## config.mk

```make
export PLATFORM = sky130hd
export DESIGN_NAME = dds_phase_gen
export DESIGN_NICKNAME = d
export VERILOG_FILES = /design/src/rtl/dds_phase_gen.sv
export SDC_FILE = /design/constraint.sdc
export NUM_CORES = 1
export LEC_CHECK = 0
export CAP_MARGIN = 20
export CORE_UTILIZATION = 35
export CTS_CLUSTER_DIAMETER = 30
export DETAILED_ROUTE_END_ITERATION = 12
export PLACE_DENSITY = 0.56
export RECOVER_POWER = 100
export SKIP_LAST_GASP = 1
export SLEW_MARGIN = 20
export SYNTH_ARGS = -nofsm -noshare
export SYNTH_HDL_FRONTEND = slang
export SYNTH_SLANG_ARGS = --single-unit
export TNS_END_PERCENT = 1
```

## constraint.sdc

```tcl
create_clock -name clk -period 5.3 [get_ports clk]
set_clock_uncertainty 0.05 [all_clocks]
set_input_delay 1.06 -clock clk [delete_from_list [all_inputs] [get_ports clk]]
set_output_delay 1.06 -clock clk [all_outputs]
set_load 0.05 [all_outputs]
```

## src/rtl/dds_phase_gen.sv

```systemverilog
// Phase-accumulator front end of the DDS chain: integrates the tuning word, adds the
// phase offset, folds the phase into a quarter-wave ROM address and rebuilds the signed sample.
module dds_phase_gen #(
   parameter int ACC_WIDTH   = 32,
   parameter int PHASE_WIDTH = 15,
   parameter int ADDR_WIDTH  = 13,
   parameter int DATA_WIDTH  = 14
) (
   input  logic                   clk,
   input  logic                   rst,
   input  logic                   en,
   input  logic                   phase_clr,
   input  logic [ACC_WIDTH-1:0]   ftw,
   input  logic [PHASE_WIDTH-1:0] poff,
   output logic [ADDR_WIDTH-1:0]  rom_addr,
   input  logic [DATA_WIDTH-1:0]  rom_q,
   output logic [DATA_WIDTH:0]    sample,
   output logic                   sample_valid
);

   generate
      if (PHASE_WIDTH != ADDR_WIDTH + 2 || PHASE_WIDTH > ACC_WIDTH) begin : g_width_err
         $error("dds_phase_gen: PHASE_WIDTH must equal ADDR_WIDTH+2 and not exceed ACC_WIDTH");
      end
   endgenerate

   logic [ACC_WIDTH-1:0]   acc_q, acc_d;
   logic [PHASE_WIDTH-1:0] phase_s1_q, phase_s1_d;
   logic                   valid_s1_q, valid_s1_d;
   logic [1:0]             quad_s2_q, quad_s2_d;
   logic                   valid_s2_q, valid_s2_d;
   logic [DATA_WIDTH:0]    sample_q, sample_d;
   logic                   sample_valid_q, sample_valid_d;

   logic [1:0]             quad;
   logic [ADDR_WIDTH-1:0]  low;
   logic [DATA_WIDTH:0]    mag;

   // Quadrants 1 and 3 run the quarter wave backwards; the ROM's half-sample
   // offset makes a plain bitwise inversion the exact mirror.
   assign quad     = phase_s1_q[PHASE_WIDTH-1 -: 2];
   assign low      = phase_s1_q[ADDR_WIDTH-1:0];
   assign rom_addr = quad[0] ? ~low : low;
   assign mag      = {1'b0, rom_q};

   // NOTE: every signal written here gets a default first, so no path leaves it
   // unassigned and no latch is inferred.
   always_comb begin
      acc_d = acc_q;
      if (phase_clr) begin
         acc_d = '0;
      end else if (en) begin
         acc_d = acc_q + ftw;
      end
      phase_s1_d     = acc_q[ACC_WIDTH-1 -: PHASE_WIDTH] + poff;
      valid_s1_d     = en & ~phase_clr;
      quad_s2_d      = quad;
      valid_s2_d     = valid_s1_q;
      sample_d       = quad_s2_q[1] ? -mag : mag;
      sample_valid_d = valid_s2_q;
   end

   // NOTE: non-blocking assignments let every stage read the previous value of
   // the stage before it, which is what makes this a pipeline.
   always_ff @(posedge clk) begin
      if (rst) begin
         acc_q          <= '0;
         phase_s1_q     <= '0;
         valid_s1_q     <= 1'b0;
         quad_s2_q      <= '0;
         valid_s2_q     <= 1'b0;
         sample_q       <= '0;
         sample_valid_q <= 1'b0;
      end else begin
         acc_q          <= acc_d;
         phase_s1_q     <= phase_s1_d;
         valid_s1_q     <= valid_s1_d;
         quad_s2_q      <= quad_s2_d;
         valid_s2_q     <= valid_s2_d;
         sample_q       <= sample_d;
         sample_valid_q <= sample_valid_d;
      end
   end

   assign sample       = sample_q;
   assign sample_valid = sample_valid_q;

endmodule

```

==> impl_metrics.ini <==
[layout]
design_area_um2 = 5990
drive_gt1_share_pct = 4.86
final_cell_count_no_fill = 810
num_antenna_cells = 0
area_growth_pct = 29.6
nNetsFinal = 746

[timing]
tightestPinTransition_ns = 1.46
period_minus_slack_ns = 3.98
fin_ws_ns = 1.32
setup_tns_ns = 0
timing.final.crit_share_pct = 75.0
grt_setup_unrepaired = no
slew_headroom_pct = 2.81
hold_viol_final = 0
finalMaxSlewViolations = 0
finalSetupViolations = 0
clock.fmax_ghz = 0.252

[power]
intPower_w = 0.00115
clkPwrFrac_pct = 38.8
peakVddDrop_uv = 145
sequentialPowerShare_pct = 32.9
p_per_area_nw_per_um2 = 281
swShare_pct = 31.7
switchingPower_w = 0.000534
combPwrFrac_pct = 28.3
p_leak_nw = 2.64

[placement]
placed_area_um2 = 5730
port_buffers = 93
dp_worst_setup_slack_ns = 1.36
post-dp-hpwl_mm = 8.86
gp_congestion = 0.888
dp_cells = 794

[route]
drt_pass1_iterations = 4
wirelength_mm = 11.7
drc_errors = 0
drt-wirelength-per-cell_um = 14.4
first_iter_violations = 271
vias = 4163
ant_nets = 0
drt-vias-per-instance = 5.14

[setup_path]
crit_path_frequent_cell = a21oi_1
crit_path_start_kind = input pin
slowest_delay_ns = 0.43
cp_cell_sequence = clkdlybuf4s50_1 > ha_1 > fa_1 > a21oi_1 > o22a_1 > o22ai_1 > a21oi_1 > o221ai_1 > a211oi_2 > nor4_1 > a311o_1
required_ns = 5.47
path_class = input pin to flip-flop
arrival_ns = 4.15
worstPathMaxFanout = 5
endpoint_kind = flip-flop
slowest_stage = a21oi_1

[clocking]
clockBufferDepth = 2
cts_tree = done
cts-resized-gates = 0
tritoncts.num_buffers = 9
clock_sinks = 66
hold_buffers = 0
cts_root_buffer = clkbuf_16
clk_pin_slew_ns = 0.05
htreeDepth = 3
worstSkewPairLatency_ns = 0.34
postCtsSetupBuffers = 0

[die]
die_x_um = 117
start_util_pct = 36.2
core_um2 = 12800
die_area_um2 = 13700
io_pins = 94
dieHeight_um = 117
std_cell_rows = 41

[synth]
synth_edf_count = 0
netlist_top_cells_area = dfxtp_1, ha_1, xor2_1
synth_most_common_cell = nor2_1
yosys_warnings = 0
synthTopCellsByCount = nor2_1, dfxtp_1, ha_1
synth_top_area_share_pct = 28.6
ys_types = 61
ys_async_sr_fraction_pct = 0
synth-seq-cells = 66
ys_seq_area_share_pct = 28.6
syn_area_um2 = 4620
syn_inst = 543
synth_flop_cell = dfxtp_1
synthesis.nets = 656
yosys.area.top_type = dfxtp_1
syn_area_per_cell_um2 = 8.52

[global_route]
overflow = 0
grt_max_degree = 36
antenna_found_initial = 0
grt_pass1_vias = 4019
grt_usage_pct = 18.1
grt_pass1_wl_mm = 19.1

[flow_run]
maxCapViolCount = 0

[hold_path]
hp-class = flip-flop to flip-flop

[status]
outcome = complete, no violations
power by group through the flow:
stage	combinational (W)	clock (W)	sequential (W)
after global routing	0.000520	0.000693	0.000558
after floorplan	0.000309	0	0.000587
after global placement	0.000487	0	0.000564
after CTS	0.000495	0.000674	0.000555
final	0.000476	0.000652	0.000554
after detailed placement	0.000493	0	0.000566
cell type report:
cell class / instances / area, um2
timing repair buffer: 96 / 946
tap: 172 / 215
inverter: 17 / 63.8
fill: 1220 / 6780
clock inverter: 5 / 77.6
clock buffer: 11 / 243
sequential: 66 / 1320
multi-input combinational: 443 / 3130
logic make-up (layout without fill, tap and decap cells):
logic type	count (synthesis)	after routing	share of synthesized area, %
AND/OR/NAND/NOR	181	181	18.9
AO/OA/AOI/OAI	138	138	21.5
flip-flops	66	66	28.6
XOR/XNOR	60	60	11.4
adder cells (fa/ha/maj)	48	48	13.3
buffers and inverters	34	129	2.81
multiplexers	16	16	3.46
per-stage QoR:
stage | hold WS [ns] | total power (W) | utilization, %
2_1_floorplan | 0.364 | 0.000896 | -
3_3_place_gp | 0.371 | 0.00105 | 44.8
3_5_place_dp | 0.378 | 0.00106 | 44.8
4_1_cts | 0.391 | 0.00172 | 47.3
5_1_grt | 0.409 | 0.00177 | 46.9
6_report | 0.385 | 0.00168 | 46.9
sequential cells by signal (all words and copies together) (netlist names):
| name | cells |
|---|---|
| phase_s1_q | 15 |
| quad_s2_q | 1 |
| sample_valid_d | 1 |
| valid_s1_q | 1 |
| sample | 15 |
| acc_q | 32 |
| sample_valid | 1 |
cells in the final DEF, fill, tap and decap left out, types with 7 or more instances in the layout:
master and n:
xor2_1 36, clkdlybuf4s50_1 61, a31oi_1 7, nand3_1 12, nor3_1 12, a211oi_1 7, clkbuf_16 9, nand2_1 36
inv_1 17, o21bai_1 7, dfxtp_1 66, a21o_1 17, dlygate4sd3_1 32, nor2b_1 8, nor2_1 70, a21oi_1 36
ha_1 46, mux2i_1 16, xnor2_1 24, o21ai_0 22
metal layers:
layer  global-route usage [%]  share of wire (%)  wire length (um)  vias up
met5                        0                  0                 0        -
met4                     8.10                2.0               239        0
met3                     2.99                6.4               747       19
met2                     29.3                 45              5250      118
met1                     23.7                 47              5440     1875
li1                         -                  -                 -     2151
critical path, delay by kind of cell:
kind,cells,cell delay (ns)
buffers and inverters,1,0.40
AOI/OAI and AO/OA,7,1.97
adders and majority gates,2,0.63
and+or+nand+nor,1,0.08
path summary, 6_finish.rpt:
check	start	end	slack (ns)	depth (start not counted)
worst max-delay path	ftw[0]	acc_q[28]$_SDFFE_PP0P_	1.32	11
worst min-delay path	valid_s1_q$_SDFF_PP0_	sample_valid_d$_SDFF_PP0_	0.38	1
worst max register to register	acc_q[0]$_SDFFE_PP0P_	acc_q[28]$_SDFFE_PP0P_	2.16	10
worst min register to register	valid_s1_q$_SDFF_PP0_	sample_valid_d$_SDFF_PP0_	0.38	1
Power figures use the tool's default switching activity.
